`config.mk`:
```
export PLATFORM = sky130hd
export DESIGN_NAME = cpu_sequencer
export DESIGN_NICKNAME = d
export VERILOG_FILES = /design/src/rtl/cpu_pkg.sv /design/src/rtl/cpu_sequencer.sv
export SDC_FILE = /design/constraint.sdc
export NUM_CORES = 1
export LEC_CHECK = 0
export CAP_MARGIN = 40
export CORE_UTILIZATION = 47
export CTS_BUF_LIST = sky130_fd_sc_hd__clkbuf_8
export DETAILED_ROUTE_END_ITERATION = 8
export HOLD_SLACK_MARGIN = 0.15
export PLACE_DENSITY_LB_ADDON = 0.1
export SKIP_LAST_GASP = 1
export SYNTH_ARGS = -nofsm -noshare
export SYNTH_HDL_FRONTEND = slang
export SYNTH_SLANG_ARGS = --single-unit
```
`constraint.sdc`:
```
create_clock -name clk -period 1.9 [get_ports clk]
set_clock_uncertainty 0.05 [all_clocks]
set_input_delay 0.19 -clock clk [delete_from_list [all_inputs] [get_ports clk]]
set_output_delay 0.19 -clock clk [all_outputs]
set_load 0.03 [all_outputs]
```
`src/rtl/cpu_pkg.sv`:
```
// Shared types and widths for the CSCv2 run-control sequencer and the top ROM wrapper.
package cpu_pkg;

  localparam int PC_W   = 8;
  localparam int FLAG_W = 4;
  localparam int CNT_W  = 16;

  typedef enum logic [1:0] {
    IDLE = 2'd0,
    RUN  = 2'd1,
    STEP = 2'd2,
    HALT = 2'd3
  } seq_state_t;

  // An instruction retires in every cycle spent in RUN or STEP.
  function automatic logic state_executes(input seq_state_t s);
    return (s == RUN) || (s == STEP);
  endfunction

endpackage

```
`src/rtl/cpu_sequencer.sv`:
```
// Run-control / program-counter sequencer: PC, NZVC latch, run/step/halt FSM, retired counter.
// Optional PC breakpoint compiled in with SEQ_BREAKPOINT_EN.
module cpu_sequencer
  import cpu_pkg::*;
#(
  parameter int PC_WIDTH   = PC_W,
  parameter int FLAG_WIDTH = FLAG_W,
  parameter int CNT_WIDTH  = CNT_W
) (
  input  logic                  clk,
  input  logic                  reset_n,
  input  logic                  run,
  input  logic                  step,
  input  logic                  pcincr,
  input  logic [PC_WIDTH-1:0]   jaddr,
  input  logic                  flag_load,
  input  logic [FLAG_WIDTH-1:0] alu_flags,
  input  logic                  bp_en,
  input  logic [PC_WIDTH-1:0]   bp_addr,
  output logic [PC_WIDTH-1:0]   pc,
  output logic [FLAG_WIDTH-1:0] nzvc,
  output logic                  exec,
  output logic                  halted,
  output logic                  stopped,
  output logic [CNT_WIDTH-1:0]  instret
);

  seq_state_t          state;
  logic [PC_WIDTH-1:0] next_pc;
  logic                self_jump;
  logic                bp_hit;

  assign exec = state_executes(state);

  // Next-PC mux and self-jump (halt) detection.
  always_comb begin
    if (pcincr) begin
      next_pc = pc + PC_WIDTH'(1);
    end else begin
      next_pc = jaddr;
    end
    self_jump = (!pcincr) && (jaddr == pc);
  end

`ifdef SEQ_BREAKPOINT_EN
  // Compare the address about to be loaded, so a run started on bp_addr executes it first.
  always_comb begin
    if (bp_en) begin
      bp_hit = (next_pc == bp_addr);
    end else begin
      bp_hit = 1'b0;
    end
  end
`else
  logic unused_bp;
  assign unused_bp = ^{bp_en, bp_addr};
  assign bp_hit    = 1'b0;
`endif

  // Run-control FSM with registered status flags, PC, flags and retired counter.
  always_ff @(posedge clk) begin
    if (!reset_n) begin
      state   <= IDLE;
      pc      <= {PC_WIDTH{1'b0}};
      nzvc    <= {FLAG_WIDTH{1'b0}};
      instret <= {CNT_WIDTH{1'b0}};
      halted  <= 1'b0;
      stopped <= 1'b1;
    end else begin
      if (exec) begin
        pc      <= next_pc;
        instret <= instret + CNT_WIDTH'(1);
        if (flag_load) begin
          nzvc <= alu_flags;
        end
      end

      case (state)
        IDLE: begin
          if (run) begin
            state   <= RUN;
            stopped <= 1'b0;
          end else if (step) begin
            state   <= STEP;
            stopped <= 1'b0;
          end else begin
            state   <= IDLE;
            stopped <= 1'b1;
          end
          halted <= 1'b0;
        end
        RUN: begin
          if (self_jump) begin
            state   <= HALT;
            halted  <= 1'b1;
            stopped <= 1'b0;
          end else if (!run || bp_hit) begin
            state   <= IDLE;
            halted  <= 1'b0;
            stopped <= 1'b1;
          end else begin
            state   <= RUN;
            halted  <= 1'b0;
            stopped <= 1'b0;
          end
        end
        STEP: begin
          if (self_jump) begin
            state   <= HALT;
            halted  <= 1'b1;
            stopped <= 1'b0;
          end else begin
            state   <= IDLE;
            halted  <= 1'b0;
            stopped <= 1'b1;
          end
        end
        HALT: begin
          state   <= HALT;
          halted  <= 1'b1;
          stopped <= 1'b0;
        end
        default: begin
          state   <= IDLE;
          halted  <= 1'b0;
          stopped <= 1'b1;
        end
      endcase
    end
  end

endmodule
```
==> results.md, run 1 <==
* Yosys warnings at 0
* Number of global-route vias before repair at 1,344
* Mean post-synth cell area at 8.64 um2
* Number of synthesized flops with an enable pin at 0
* Top post-synthesis cells by area: dfxtp_1 (38%), xor2_1 (5.7%), nand2_1 (4.9%), nor2_1 (4.7%), xnor2_1 (4.7%)
* Slowest stage cell, crit path: clkdlybuf4s50_1
* Cells after synthesis at 196
* Slew Viols, Final at 0
* Core Area at 3390 um2
* Ant diodes at 0
* CP Cell Sequence: clkdlybuf4s50_1
* Hold Path End: nzvc[1]
* Nets at 283
* Crit path max-delay family: buffers and inverters
* Critical path required time at 1.66 ns
* Die Area at 3850 um2
* Sequential area share after synthesis at 0.378
* Vias/cell at 5.28
* Pre-CTS setup slack at 0.0784 ns
* Fin Setup TNS at 0 ns
* Crit. End Element: output pin
* Library cells used by synthesis at 42
* #FFs+latches synth at 32
* VDD IR-drop max at 446 uV
* Reg2reg setup slack at 0.28 ns
* Dpl hpwl at 2760 um
* Yosys top cell area share at 0.378
* Yosys top cell by area: dfxtp_1
* Worst reg-to-reg path cell count at 6
* Worst setup margin at 0.166 ns
* Drt first pass iters at 4
* Max Cap Viol at 0
* CTS tree: done
* Worst Max-Slew Pin Slew at 0.358 ns
* Postcts setup bufs at 0
* Max Clk Rate at 577 MHz
* Clk pin slew, worst setup/hold paths at 0.07 ns
* Outcome: completed
* CTS Root Buffer Type: clkbuf_8
* Largest net degree at the start of global routing at 23
* WL final at 3800 um
* Final-report setup violation count at 0
* Buf+Inv Stages, Crit Path at 1
* Number of fill cells at 269
* GRT overflow at 0
* Total nets after synthesis at 229
* Leak pwr at 0.916 nW
* Worst Path Max Fanout at 5
* 1st-iter DRT viols at 70
* Post-detailed-route count of antenna-violating nets at 0
* Pwr Density at 696 nW/um2
* Min cycle time layout at 1.73 ns
* Reg2reg end: instret[12]
* Initial antenna violation count at 0
* Area Growth Syn to Fin at 40.3%
* Critical path data arrival time at 1.49 ns
* First-pass GRT wire length at 5880 um
* Rel. slew slack at 0.759
* Wire length per cell at 12.8 um
* Port Buffers at 48
* Mapped Area at 1690 um2
* Max stage delay on crit path at 0.73 ns
* Total track usage at 0.214
* Initial core utilization at 0.500
* Worst hold stages at 2
* Setup crit start kind: flip-flop
* Classification of the worst setup path: flip-flop to output pin
* Reg-to-Reg Start: state[1]
* Ys async rst share at 0
* DR vias at 1,569
* Chip Height at 62.0 um
* CTS Sinks at 32
* Hold path startpoint: nzvc[1]
* Clk_lat worst skew at 0.28 ns
* Max Buffers Root-to-Sink at 2
* H-tree levels at 2
* Share of cells above drive strength 1 at 0.0956
* RSZ-0062 raised after global routing: false
* Worst Hold Class: flip-flop to flip-flop
* # hold bufs at CTS at 0
* Total CTS buffers at 5
* Hold Vio Cnt, Final at 0
* Final Wtd Congestion at 0.869
* I/O Pins at 58
* FP Rows at 21
* Dominant synthesized flop cell: dfxtp_1
* Die width at 62.0 um
* Tcrit/Tclk final at 0.913
* Post-route DRC at 0
==> metal layers <==
| metal | vias up | part of all wire | wire length [um] | GRT usage |
|---|---|---|---|---|
| met2 | 50 | 0.48 | 1830 | 0.350 |
| met1 | 722 | 0.45 | 1700 | 0.265 |
| met4 | 0 | 0.013 | 51 | 0.0698 |
| li1 | 791 | - | - | - |
| met3 | 6 | 0.057 | 215 | 0.0704 |
| met5 | - | 0 | 0 | 0 |
==> worst max path at each step <==
stage	cells past startpoint	slack, ns	endpoint	from
6_report	1	0.17	instret[2]	instret[2]
5_1_grt	4	0.09	exec	state[0]
4_1_cts	6	0.03	instret[15]	state[1]
3_5_place_dp	6	0.08	instret[15]	state[0]
3_3_place_gp	6	0.12	instret[15]	state[0]
2_1_floorplan	7	0.02	instret[15]	state[0]
==> where the power goes <==
group | total [mW] | internal [mW] | switching [mW]
Sequential | 0.726 | 0.696 | 0.0298
Combinational | 0.301 | 0.142 | 0.158
Clock | 0.629 | 0.383 | 0.246
Total | 1.66 | 1.22 | 0.434
==> cells in the mapped netlist, types with 6 or more instances <==
library cell	n
inv_1	6
xor2_1	11
nor2b_1	6
o21ai_0	9
xnor2_1	9
nand2_1	22
nand2b_1	6
nand3_1	9
ha_1	6
dfxtp_1	32
nor2_1	21
nor3_1	8
==> logic make-up after synthesis <==
family          share of synthesized area
compound gates                      0.134
mux                                0.0295
simple gates                        0.278
fa+ha+maj                          0.0443
xor+xnor                            0.103
flops                               0.378
buf+inv                            0.0318
==> layout by cell type (no fill, tap or decap), drive strengths merged, types with 3 or more instances in the layout <==
master          n
inv             7
ha              6
a21oi           5
buf             6
nor2b           6
nor2           21
dfxtp          32
nand4           8
nor3            8
nand3           9
xor2           11
nand2          22
mux2i           5
a21boi          3
o21ai           9
nor4            3
clkdlybuf4s50  47
xnor2           9
clkbuf          5
nand2b          6
==> through the flow <==
| step | std cells | total power [mW] | cell area, um2 | hold WS, ns | utilization |
|---|---|---|---|---|---|
| after detailed placement | 289 | 1.03 | 2240 | 0.403 | 0.661 |
| final | 297 | 1.66 | 2380 | 0.409 | 0.701 |
| after floorplan | 196 | 0.906 | 1690 | 0.283 | - |
| after global placement | 289 | 1.02 | 2240 | 0.394 | 0.661 |
| after global routing | 297 | 1.74 | 2380 | 0.427 | 0.701 |
| after CTS | 297 | 1.66 | 2350 | 0.411 | 0.694 |
==> final cells by class <==
| type | instances | area, um2 | area share |
|---|---|---|---|
| clock inverters | 3 | 38.8 | 0.0163 |
| flip-flops and latches | 32 | 641 | 0.269 |
| inverters | 7 | 26.3 | 0.0111 |
| well taps | 46 | 57.6 | 0.0242 |
| multi-input cells | 151 | 1030 | 0.432 |
| repair buffers | 53 | 519 | 0.218 |
| clock buffers | 5 | 68.8 | 0.0289 |
==> state kept, by name, indices dropped and copies added, names as in the netlist <==
signal,flops
halted,1
stopped,1
instret,16
nzvc,4
pc,8
state,2
==> tightest hold or removal path, cell delays in order (launching register included) <==
cell and delay, ns:
dfxtp_1 0.31, nand2_1 0.05, a21oi_1 0.05
==> repair_timing <==
action | in CTS | in global routing
setup endpoints to repair | 1 | 11
resized for setup | 1 | 4
gates cloned | 0 | 0
Power figures use the tool's default switching activity.
==> run 2, diff against run 1 <==
--- a/config.mk
+++ b/config.mk
@@ -5,7 +5,6 @@
 export SDC_FILE = /design/constraint.sdc
 export NUM_CORES = 1
 export LEC_CHECK = 0
-export CAP_MARGIN = 40
 export CORE_UTILIZATION = 47
 export CTS_BUF_LIST = sky130_fd_sc_hd__clkbuf_8
 export DETAILED_ROUTE_END_ITERATION = 8
==> results of run 2 <==
Same layout as run 1: the final DEF is identical, and so are final timing and power.
==> run 3, diff against run 2 <==
--- a/config.mk
+++ b/config.mk
@@ -14,3 +14,4 @@
 export SYNTH_ARGS = -nofsm -noshare
 export SYNTH_HDL_FRONTEND = slang
 export SYNTH_SLANG_ARGS = --single-unit
+export TNS_END_PERCENT = 5
==> results.md, run 3 (synthesis results as in run 1) <==
* Biggest regs: instret (16), pc (8), nzvc (4)
* First-pass GRT wire length at 5880 um
* Die width at 62.0 um
* Share of cells above drive strength 1 at 0.0956
* Wire length per cell at 12.8 um
* Post-route DRC at 0
* Outcome: completed
* Worst Max-Slew Pin Slew at 0.353 ns
* Max Buffers Root-to-Sink at 2
* Tcrit/Tclk final at 0.966
* FP Rows at 21
* Most common cell after layout, fill and taps aside: clkdlybuf4s50_1
* Max Clk Rate at 545 MHz
* Number of flip-flops in the largest register at 16
* Chip Height at 62.0 um
* Placed instance count at 289
* Clk pin slew, worst setup/hold paths at 0.07 ns
* CTS tree: done
* Initial core utilization at 0.500
* Final Wtd Congestion at 0.869
* Area Growth Syn to Fin at 39.7%
* Dpl hpwl at 2760 um
* Critical path required time at 1.66 ns
* Rel. slew slack at 0.763
* Drt first pass iters at 4
* Ant diodes at 0
* Total CTS buffers at 5
* Core Area at 3390 um2
* Clk_lat worst skew at 0.28 ns
* Classification of the worst setup path: flip-flop to output pin
* CTS Sinks at 32
* Min cycle time layout at 1.84 ns
* CP Cell Sequence: inv_1 -> ha_2 -> buf_6 -> buf_4
* Number of global-route vias before repair at 1,344
* CTS Root Buffer Type: clkbuf_8
* Hold Vio Cnt, Final at 0
* Die Area at 3850 um2
* Leak pwr at 0.914 nW
* Postcts setup bufs at 0
* Total track usage at 0.214
* Crit. End Element: output pin
* H-tree levels at 2
* Nets at 283
* Largest net degree at the start of global routing at 23
* Port Buffers at 48
* # hold bufs at CTS at 0
* DR vias at 1,553
* Post-detailed-route count of antenna-violating nets at 0
* Most flops, register: instret
* Final-report setup violation count at 0
* Setup crit start kind: flip-flop
* Final std cells w/o fill at 297
* Vias/cell at 5.23
* Max Cap Viol at 0
* GRT overflow at 0
* 1st-iter DRT viols at 50
* Critical path data arrival time at 1.60 ns
* Slew Viols, Final at 0
* I/O Pins at 58
* VDD IR-drop max at 446 uV
* Tot Pwr at 1.65 mW
* Number of fill cells at 271
* Commonest cells after routing, fill and taps aside: clkdlybuf4s50_1 (47), dfxtp_1 (32), nand2_1 (22)
* WL final at 3810 um
* Initial antenna violation count at 0
* Worst Hold Class: flip-flop to flip-flop
* RSZ-0062 raised after global routing: true
* Max stage delay on crit path at 0.46 ns
* Worst Path Max Fanout at 22
* Slowest stage cell, crit path: ha_2
* Pwr Density at 697 nW/um2
-- run 3: cell counts in the layout (fill, tap and decap cells not counted) --
No cell type changed its count.
-- run 3: routing by layer --
metal / vias to the layer above / wire length, um / global-route usage
met1: 717 / 1740 / 0.265
met3: 6 / 182 / 0.0704
li1: 792 / - / -
met4: 0 / 51 / 0.0698
met5: - / 0 / 0
met2: 38 / 1840 / 0.350
-- run 3: layout make-up --
type | instances | area, um2 | area share
multi-input combinational | 151 | 1020 | 0.429
timing repair buffer | 53 | 519 | 0.219
clock buffer | 5 | 68.8 | 0.0291
sequential | 32 | 641 | 0.271
tap | 46 | 57.6 | 0.0243
inverter | 7 | 26.3 | 0.0111
clock inverter | 3 | 38.8 | 0.0164
-- run 3: worst max-delay path, delay by kind of cell, from the launching register on --
family	cells	cell delay, ns
adder cells (fa/ha/maj)	1	0.46
flip-flops	1	0.35
buffers and inverters	3	0.50
-- run 3: worst paths after layout --
kind	startpoint	end	slack, ns	depth (start not counted)
worst min-delay path	nzvc[1]	nzvc[1]	0.41	2
worst max-delay path	state[1]	exec	0.06	4
worst max register to register	state[1]	instret[12]	0.17	6
worst min register to register	nzvc[1]	nzvc[1]	0.41	2
-- run 3: through the flow --
step	TNS [ns]	util	setup WS [ns]	instance area [um2]	hold slack (ns)
3_3_place_gp	0	0.661	0.117	2240	0.394
6_report	0	0.698	0.0640	2370	0.409
2_1_floorplan	0	-	0.0208	1690	0.283
5_1_grt	-0.0210	0.698	-0.0210	2370	0.427
4_1_cts	0	0.694	0.0321	2350	0.411
3_5_place_dp	0	0.661	0.0784	2240	0.403
-- run 3: power breakdown --
part | internal, mW | switching, mW | leakage, nW | total (mW)
clock | 0.383 | 0.246 | 0.0593 | 0.629
combinational | 0.138 | 0.157 | 0.595 | 0.295
sequential | 0.696 | 0.0299 | 0.260 | 0.726
-- run 3: timing repair --
item / in CTS / in global routing
setup endpoints to repair: 1 / 11
resized for setup: 1 / 3
pin swaps: 0 / 0
